## src/rtl/link_pkg.sv

```systemverilog
// Shared opcodes, order record layout and FSM encoding for the link order arbiter.
// Latency: none; declarations only.
// Backpressure: none; declarations only.
package link_pkg;

    // Order opcodes as carried on req_type / order_type.
    localparam logic [1:0] APPE = 2'b00;
    localparam logic [1:0] DELE = 2'b01;
    localparam logic [1:0] CHAG = 2'b10;
    localparam logic [1:0] READ = 2'b11;

    // Field widths of the default link_top build.
    localparam int LINK_ADDR_W  = 16;
    localparam int LINK_DATA_W  = 16;
    localparam int LINK_TABLE_W = 8;

    // One order as presented to link_top, at the default field widths.
    typedef struct packed {
        logic [1:0]              op;
        logic [LINK_TABLE_W-1:0] tbl;
        logic [LINK_ADDR_W-1:0]  node;
        logic [LINK_DATA_W-1:0]  data;
    } order_t;

    // Arbiter FSM: IDLE picks a winner, ISSUE holds the order until link_top takes it.
    typedef enum logic {
        ST_IDLE  = 1'b0,
        ST_ISSUE = 1'b1
    } arb_state_t;

endpackage

```

## src/rtl/link_tag_fifo.sv

```systemverilog
// Synchronous FIFO of requester tags for READs still waiting on their data.
// Latency: a pushed entry is visible at the head on the cycle after the push edge.
// Backpressure: push ignored while full, pop ignored while empty; caller watches full/empty.
//
// Ports: clk, rst (async, active high), push_vld/push_dat write side,
//        pop_vld read side, head_dat oldest entry, full/empty status.
module link_tag_fifo #(
    parameter int WIDTH = 2,
    parameter int DEPTH = 4
) (
    input  logic             clk,
    input  logic             rst,
    input  logic             push_vld,
    input  logic [WIDTH-1:0] push_dat,
    input  logic             pop_vld,
    output logic [WIDTH-1:0] head_dat,
    output logic             full,
    output logic             empty
);
    localparam int PTR_W = $clog2(DEPTH);

    logic [WIDTH-1:0] mem [DEPTH];
    // One extra wrap bit on each pointer separates full from empty.
    logic [PTR_W:0]   wr_ptr;
    logic [PTR_W:0]   rd_ptr;
    logic             push_ok;
    logic             pop_ok;

    assign push_ok  = push_vld && !full;
    assign pop_ok   = pop_vld && !empty;
    assign empty    = (wr_ptr == rd_ptr);
    assign full     = (wr_ptr[PTR_W] != rd_ptr[PTR_W]) &&
                      (wr_ptr[PTR_W-1:0] == rd_ptr[PTR_W-1:0]);
    assign head_dat = mem[rd_ptr[PTR_W-1:0]];

    always_ff @(posedge clk) begin
        if (push_ok) begin
            mem[wr_ptr[PTR_W-1:0]] <= push_dat;
        end
    end

    always_ff @(posedge clk or posedge rst) begin
        if (rst) begin
            wr_ptr <= '0;
            rd_ptr <= '0;
        end else begin
            if (push_ok) begin
                wr_ptr <= wr_ptr + 1'b1;
            end
            if (pop_ok) begin
                rd_ptr <= rd_ptr + 1'b1;
            end
        end
    end

endmodule

```

## src/rtl/link_order_arbiter.sv

```systemverilog
// Round-robin arbiter sharing link_top's single order port; READ data steered back in issue order.
// Latency: request captured on edge n, order_valid from n+1; at least 2 cycles per order.
// Backpressure: order_busy holds ISSUE (all req_busy high); dout_busy follows rsp_busy of the oldest READ.
//
// Ports: clk, rst (async, active high);
//        req_valid/req_busy + packed req_type/req_table/req_node/req_data per requester;
//        order_valid/order_busy + order_type/order_table/order_node/order_data to link_top;
//        dout_valid/dout_busy/dout_data read return from link_top;
//        rsp_valid (one-hot)/rsp_busy/rsp_data to requesters; err_orphan sticky.
// Build option: LINK_ARB_PRIO0_EN gives requester 0 strict priority over the round robin.
module link_order_arbiter
    import link_pkg::*;
#(
    parameter int NUM_REQ     = 4,
    parameter int ADDR_WIDTH  = 16,
    parameter int DATA_WIDTH  = 16,
    parameter int TABLE_WIDTH = 8,
    parameter int RD_DEPTH    = 4
) (
    input  logic                           clk,
    input  logic                           rst,
    input  logic [NUM_REQ-1:0]             req_valid,
    output logic [NUM_REQ-1:0]             req_busy,
    input  logic [2*NUM_REQ-1:0]           req_type,
    input  logic [TABLE_WIDTH*NUM_REQ-1:0] req_table,
    input  logic [ADDR_WIDTH*NUM_REQ-1:0]  req_node,
    input  logic [DATA_WIDTH*NUM_REQ-1:0]  req_data,
    output logic                           order_valid,
    input  logic                           order_busy,
    output logic [1:0]                     order_type,
    output logic [TABLE_WIDTH-1:0]         order_table,
    output logic [ADDR_WIDTH-1:0]          order_node,
    output logic [DATA_WIDTH-1:0]          order_data,
    input  logic                           dout_valid,
    output logic                           dout_busy,
    input  logic [DATA_WIDTH-1:0]          dout_data,
    output logic [NUM_REQ-1:0]             rsp_valid,
    input  logic [NUM_REQ-1:0]             rsp_busy,
    output logic [DATA_WIDTH-1:0]          rsp_data,
    output logic                           err_orphan
);
    localparam int TAG_W = $clog2(NUM_REQ);

    // Same layout as link_pkg::order_t, at this instance's widths.
    typedef struct packed {
        logic [1:0]             op;
        logic [TABLE_WIDTH-1:0] tbl;
        logic [ADDR_WIDTH-1:0]  node;
        logic [DATA_WIDTH-1:0]  data;
    } ord_t;

    arb_state_t         state;
    arb_state_t         state_nxt;
    ord_t               ord;
    logic [TAG_W-1:0]   rr;
    logic               capture;

    logic [NUM_REQ-1:0] elig;
    logic [NUM_REQ-1:0] rr_elig;
    logic               rr_vld;
    logic [TAG_W-1:0]   rr_idx;
    logic               grant_vld;
    logic [TAG_W-1:0]   grant_idx;
    logic               rr_adv;

    logic               tag_push;
    logic               tag_pop;
    logic [TAG_W-1:0]   tag_head;
    logic               tag_full;
    logic               tag_empty;

    // A READ is only eligible with a free tag slot. The full flag is taken
    // before any same-cycle pop so the decision never depends on dout_valid.
    always_comb begin
        elig = '0;
        for (int i = 0; i < NUM_REQ; i++) begin
            elig[i] = req_valid[i] && !((req_type[2*i +: 2] == READ) && tag_full);
        end
    end

    // First eligible requester at or after rr, wrapping.
    always_comb begin
        int idx;
        idx    = 0;
        rr_vld = 1'b0;
        rr_idx = '0;
        for (int k = 0; k < NUM_REQ; k++) begin
            idx = int'(rr) + k;
            if (idx >= NUM_REQ) begin
                idx = idx - NUM_REQ;
            end
            if (!rr_vld && rr_elig[idx]) begin
                rr_vld = 1'b1;
                rr_idx = idx[TAG_W-1:0];
            end
        end
    end

`ifdef LINK_ARB_PRIO0_EN
    // Requester 0 bypasses the rotation and leaves rr untouched when it wins.
    assign rr_elig   = {elig[NUM_REQ-1:1], 1'b0};
    assign grant_vld = elig[0] || rr_vld;
    assign grant_idx = elig[0] ? '0 : rr_idx;
    assign rr_adv    = !elig[0];
`else
    assign rr_elig   = elig;
    assign grant_vld = rr_vld;
    assign grant_idx = rr_idx;
    assign rr_adv    = 1'b1;
`endif

    always_ff @(posedge clk or posedge rst) begin
        if (rst) begin
            state <= ST_IDLE;
        end else begin
            state <= state_nxt;
        end
    end

    always_comb begin
        state_nxt   = state;
        capture     = 1'b0;
        req_busy    = '1;
        order_valid = 1'b0;
        case (state)
            ST_IDLE: begin
                // rst gate keeps every requester stalled while reset is held.
                if (grant_vld && !rst) begin
                    capture             = 1'b1;
                    req_busy[grant_idx] = 1'b0;
                    state_nxt           = ST_ISSUE;
                end
            end
            ST_ISSUE: begin
                order_valid = 1'b1;
                if (!order_busy) begin
                    state_nxt = ST_IDLE;
                end
            end
            default: state_nxt = ST_IDLE;
        endcase
    end

    always_ff @(posedge clk or posedge rst) begin
        if (rst) begin
            ord <= '0;
            rr  <= '0;
        end else if (capture) begin
            ord.op   <= req_type[2*grant_idx +: 2];
            ord.tbl  <= req_table[TABLE_WIDTH*grant_idx +: TABLE_WIDTH];
            ord.node <= req_node[ADDR_WIDTH*grant_idx +: ADDR_WIDTH];
            ord.data <= req_data[DATA_WIDTH*grant_idx +: DATA_WIDTH];
            if (rr_adv) begin
                rr <= (grant_idx == TAG_W'(NUM_REQ - 1)) ? '0 : grant_idx + TAG_W'(1);
            end
        end
    end

    assign order_type  = ord.op;
    assign order_table = ord.tbl;
    assign order_node  = ord.node;
    assign order_data  = ord.data;

    assign tag_push = capture && (req_type[2*grant_idx +: 2] == READ);

    link_tag_fifo #(
        .WIDTH (TAG_W),
        .DEPTH (RD_DEPTH)
    ) u_tag_fifo (
        .clk      (clk),
        .rst      (rst),
        .push_vld (tag_push),
        .push_dat (grant_idx),
        .pop_vld  (tag_pop),
        .head_dat (tag_head),
        .full     (tag_full),
        .empty    (tag_empty)
    );

    // Read return goes to the oldest outstanding READ. With nothing
    // outstanding the data is accepted and dropped so link_top never stalls.
    always_comb begin
        rsp_valid = '0;
        dout_busy = 1'b0;
        tag_pop   = 1'b0;
        if (!tag_empty) begin
            rsp_valid[tag_head] = dout_valid;
            dout_busy           = rsp_busy[tag_head];
            tag_pop             = dout_valid && !rsp_busy[tag_head];
        end
    end

    assign rsp_data = dout_data;

    always_ff @(posedge clk or posedge rst) begin
        if (rst) begin
            err_orphan <= 1'b0;
        end else if (dout_valid && tag_empty) begin
            err_orphan <= 1'b1;
        end
    end

endmodule

```

## config.mk

```make
export PLATFORM = sky130hd
export DESIGN_NAME = link_order_arbiter
export DESIGN_NICKNAME = d
export VERILOG_FILES = /design/src/rtl/link_pkg.sv /design/src/rtl/link_tag_fifo.sv /design/src/rtl/link_order_arbiter.sv
export SDC_FILE = /design/constraint.sdc
export NUM_CORES = 1
export LEC_CHECK = 0
export BUFFER_PORTS_ARGS = -buffer_cell sky130_fd_sc_hd__buf_2
export CAP_MARGIN = 20
export CORE_MARGIN = 3
export CORE_UTILIZATION = 25
export DETAILED_ROUTE_END_ITERATION = 12
export PLACE_DENSITY = 0.48
export SETUP_SLACK_MARGIN = 0.1
export SLEW_MARGIN = 20
export SYNTH_ARGS = -nofsm -noshare
export SYNTH_HDL_FRONTEND = slang
export SYNTH_SLANG_ARGS = --single-unit
```

## constraint.sdc

```tcl
create_clock -name clk -period 6.35 [get_ports clk]
set_input_delay 0.3175 -clock clk [delete_from_list [all_inputs] [get_ports clk]]
set_output_delay 0.3175 -clock clk [all_outputs]
set_load 0.02 [all_outputs]
```

==> impl_metrics.ini <==
[final_layout]
design_area_mm2 = 0.005540
diodes = 0
syn_to_final_growth_pct = 37.56
fin_util_pct = 35.78
fin_nets = 958
layout-drive-gt1-share_pct = 35.92

[sta]
worst_slack_ns = 2.170
worst_slew_pin_slew_ns = 0.9422
finalHoldViolCount = 0
setup_viol = 0
whs_ns = 0.02443
tns_ns = 0
slew_violations = 0
relSlewSlack_pct = 37.19
max_freq_ghz = 0.2393
post-route-period-util_pct = 65.82
clock_skew_ns = 0.004958
grt_setup_unrepaired = false
post-route-min-period_ns = 4.180

[worst_setup_path]
r2r_start = u_tag_fifo.rd_ptr[0]
cp-startpoint = u_tag_fifo.rd_ptr[0]
critPathArrivalTime_ns = 3.86
endpoint_kind = output port
startpoint_type = flop
crit_chain = xor2_2 -> or4_1 -> a221oi_1 -> o22a_4 -> inv_2 -> ha_1 -> nand2_1 -> buf_2
crit_slowest_cell = o22a_4
critical_path.max_fanout = 89
required_ns = 6.03
max_stage_delay_ns = 0.79
r2r_cells = 9
critPathKind = flop to output port

[min_path]
hold_path_class = input port to asynchronous set/reset pin

[synthesis]
async_flop_share_pct = 86.67
synth_area_per_cell_um2 = 7.179
ys_types = 43
synth_top_flop_cell = dfrtp_1
yosysWarnings = 0
synth_edf_count = 8
synth_area_leader_cell = dfrtp_1
ys_seq_area_share_pct = 38.27
syn-num-nets = 764
synth_area_leaders = dfrtp_1 (32%), nand2_1 (13%), nor2_1 (12%)
ys_seq_elements = 60
netlist_instances = 561
synth_area_mm2 = 0.004028
synth.most_common_cell = nand2_1
synth.top_cell.area_share_pct = 32.31
synth_common_cells = nand2_1 (138), nor2_1 (125), o21ai_0 (79)

[flow_run]
drv_cap = 0

[grt]
grt_pass1_wl_um = 20130
grt_usage_pct = 13.80
grt_max_degree = 90
overflow = 0
antenna_found_initial = 0
grt_pass1_vias = 4139

[place]
dpl_worst_slack_ns = 2.302
gp_congestion = 0.7742
hpwl_um = 9724
io_buffer_count = 232
placed_area_mm2 = 0.005224

[die]
start_util_pct = 26.01
core-area_mm2 = 0.01548
fp.dieArea_mm2 = 0.01767
io_pins = 265
die_w_um = 132.9
rows = 45
die_h_um = 132.9

[cts]
clk_pin_slew_ns = 0.05
cts.sinks = 60
cts_resized = 0
insertion_delay_ns = 0.32
tritoncts = done
numCtsBuffers = 9
hold_buffers = 0
htree_levels = 3
cts_setup_buffers = 0
clockBufferDepth = 2
root_buffer = clkbuf_16

[route]
drt-wirelength-per-cell_um = 13.06
ant_nets = 0
drc = 0
wirelength_um = 12680
drt_iter0_markers = 144
drt-vias-per-instance = 4.438
vias = 4309
firstDrtPassIters = 5

[status]
outcome = finished, final reports clean

[pwr]
powerDensity_mw_per_mm2 = 458.1
p_leak_nw = 2.819
ir_drop_uv = 144.3
==> worst max-delay path, delay by kind of cell (launching register included) <==
kind | cells | cell delay [ns]
compound gates | 2 | 1.13
buf+inv | 2 | 0.69
simple gates | 2 | 0.61
flops | 1 | 0.47
fa+ha+maj | 1 | 0.35
xor+xnor | 1 | 0.26
==> metal layers <==
metal | GRT usage, % | vias up | wire length (µm)
li1 | - | 2219 | -
met1 | 16.49 | 1906 | 5351
met2 | 23.39 | 152 | 6040
met3 | 3.574 | 32 | 955
met4 | 6.005 | 0 | 334
met5 | 0 | - | 0
==> kinds of logic (layout without fill, tap and decap cells) <==
| family | count (synthesis) | in the layout | share of synthesized area (%) |
|---|---|---|---|
| AOI/OAI and AO/OA | 96 | 96 | 13.79 |
| xor gates and xnor gates | 7 | 7 | 1.709 |
| adders and majority gates | 7 | 7 | 2.174 |
| buffers and inverters | 62 | 261 | 7.829 |
| DFF | 60 | 60 | 38.27 |
| muxes | 7 | 7 | 3.355 |
| and+or+nand+nor | 322 | 322 | 32.87 |
==> report_power, final <==
part	total (mW)	switching [mW]	internal (mW)
logic	1.36	0.889	0.467
clock network	0.511	0.170	0.341
registers	0.671	0.108	0.563
==> path summary, 6_finish.rpt <==
path,endpoint,slack (ns)
max in group asynchronous,order_table[0],5.52
min in group clk,state,0.22
setup reg to reg,u_tag_fifo.mem[1][1],2.35
hold / removal,order_table[6],0.02
setup / recovery,req_busy[0],2.17
hold reg to reg,err_orphan,0.47
==> through the flow <==
stage | total power [mW] | std cells
final | 2.538 | 971
after global routing | 2.784 | 971
after CTS | 2.590 | 971
after detailed placement | 2.062 | 955
after global placement | 2.035 | 955
after floorplan | 1.653 | 561
==> final cells by class <==
class | count | area, µm²
clock buffers | 9 | 225.2
inverters | 9 | 46.29
clock inverters | 7 | 91.34
flip-flops and latches | 60 | 1541
multi-input cells | 439 | 2181
repair buffers | 236 | 1191
well taps | 211 | 264.0
fillers | 1678 | 9943
==> flip-flops by register name, summed over array words and instances (netlist names) <==
name / flops
rr: 2
u_tag_fifo.wr_ptr: 3
order_node: 16
u_tag_fifo.mem: 8
order_data: 16
order_type: 2
order_table: 8
u_tag_fifo.rd_ptr: 3
state: 1
err_orphan: 1
==> placed cells by master, fill, tap and decap left out, types with 2 or more instances in the layout <==
cell type	n
and2_1	5
and3_1	2
buf_2	232
buf_4	4
bufinv_16	2
clkbuf_16	9
clkinv_2	3
dfrtp_1	52
edfxtp_1	8
ha_1	7
inv_1	5
inv_2	2
mux2_2	2
mux4_1	2
mux4_2	2
nand2_1	138
nand3_1	42
nor2_1	125
nor3_1	3
o21ai_0	79
o21ai_1	4
o41ai_2	2
or3_1	2
xnor2_1	3
xor2_1	3
Power figures use the tool's default switching activity.
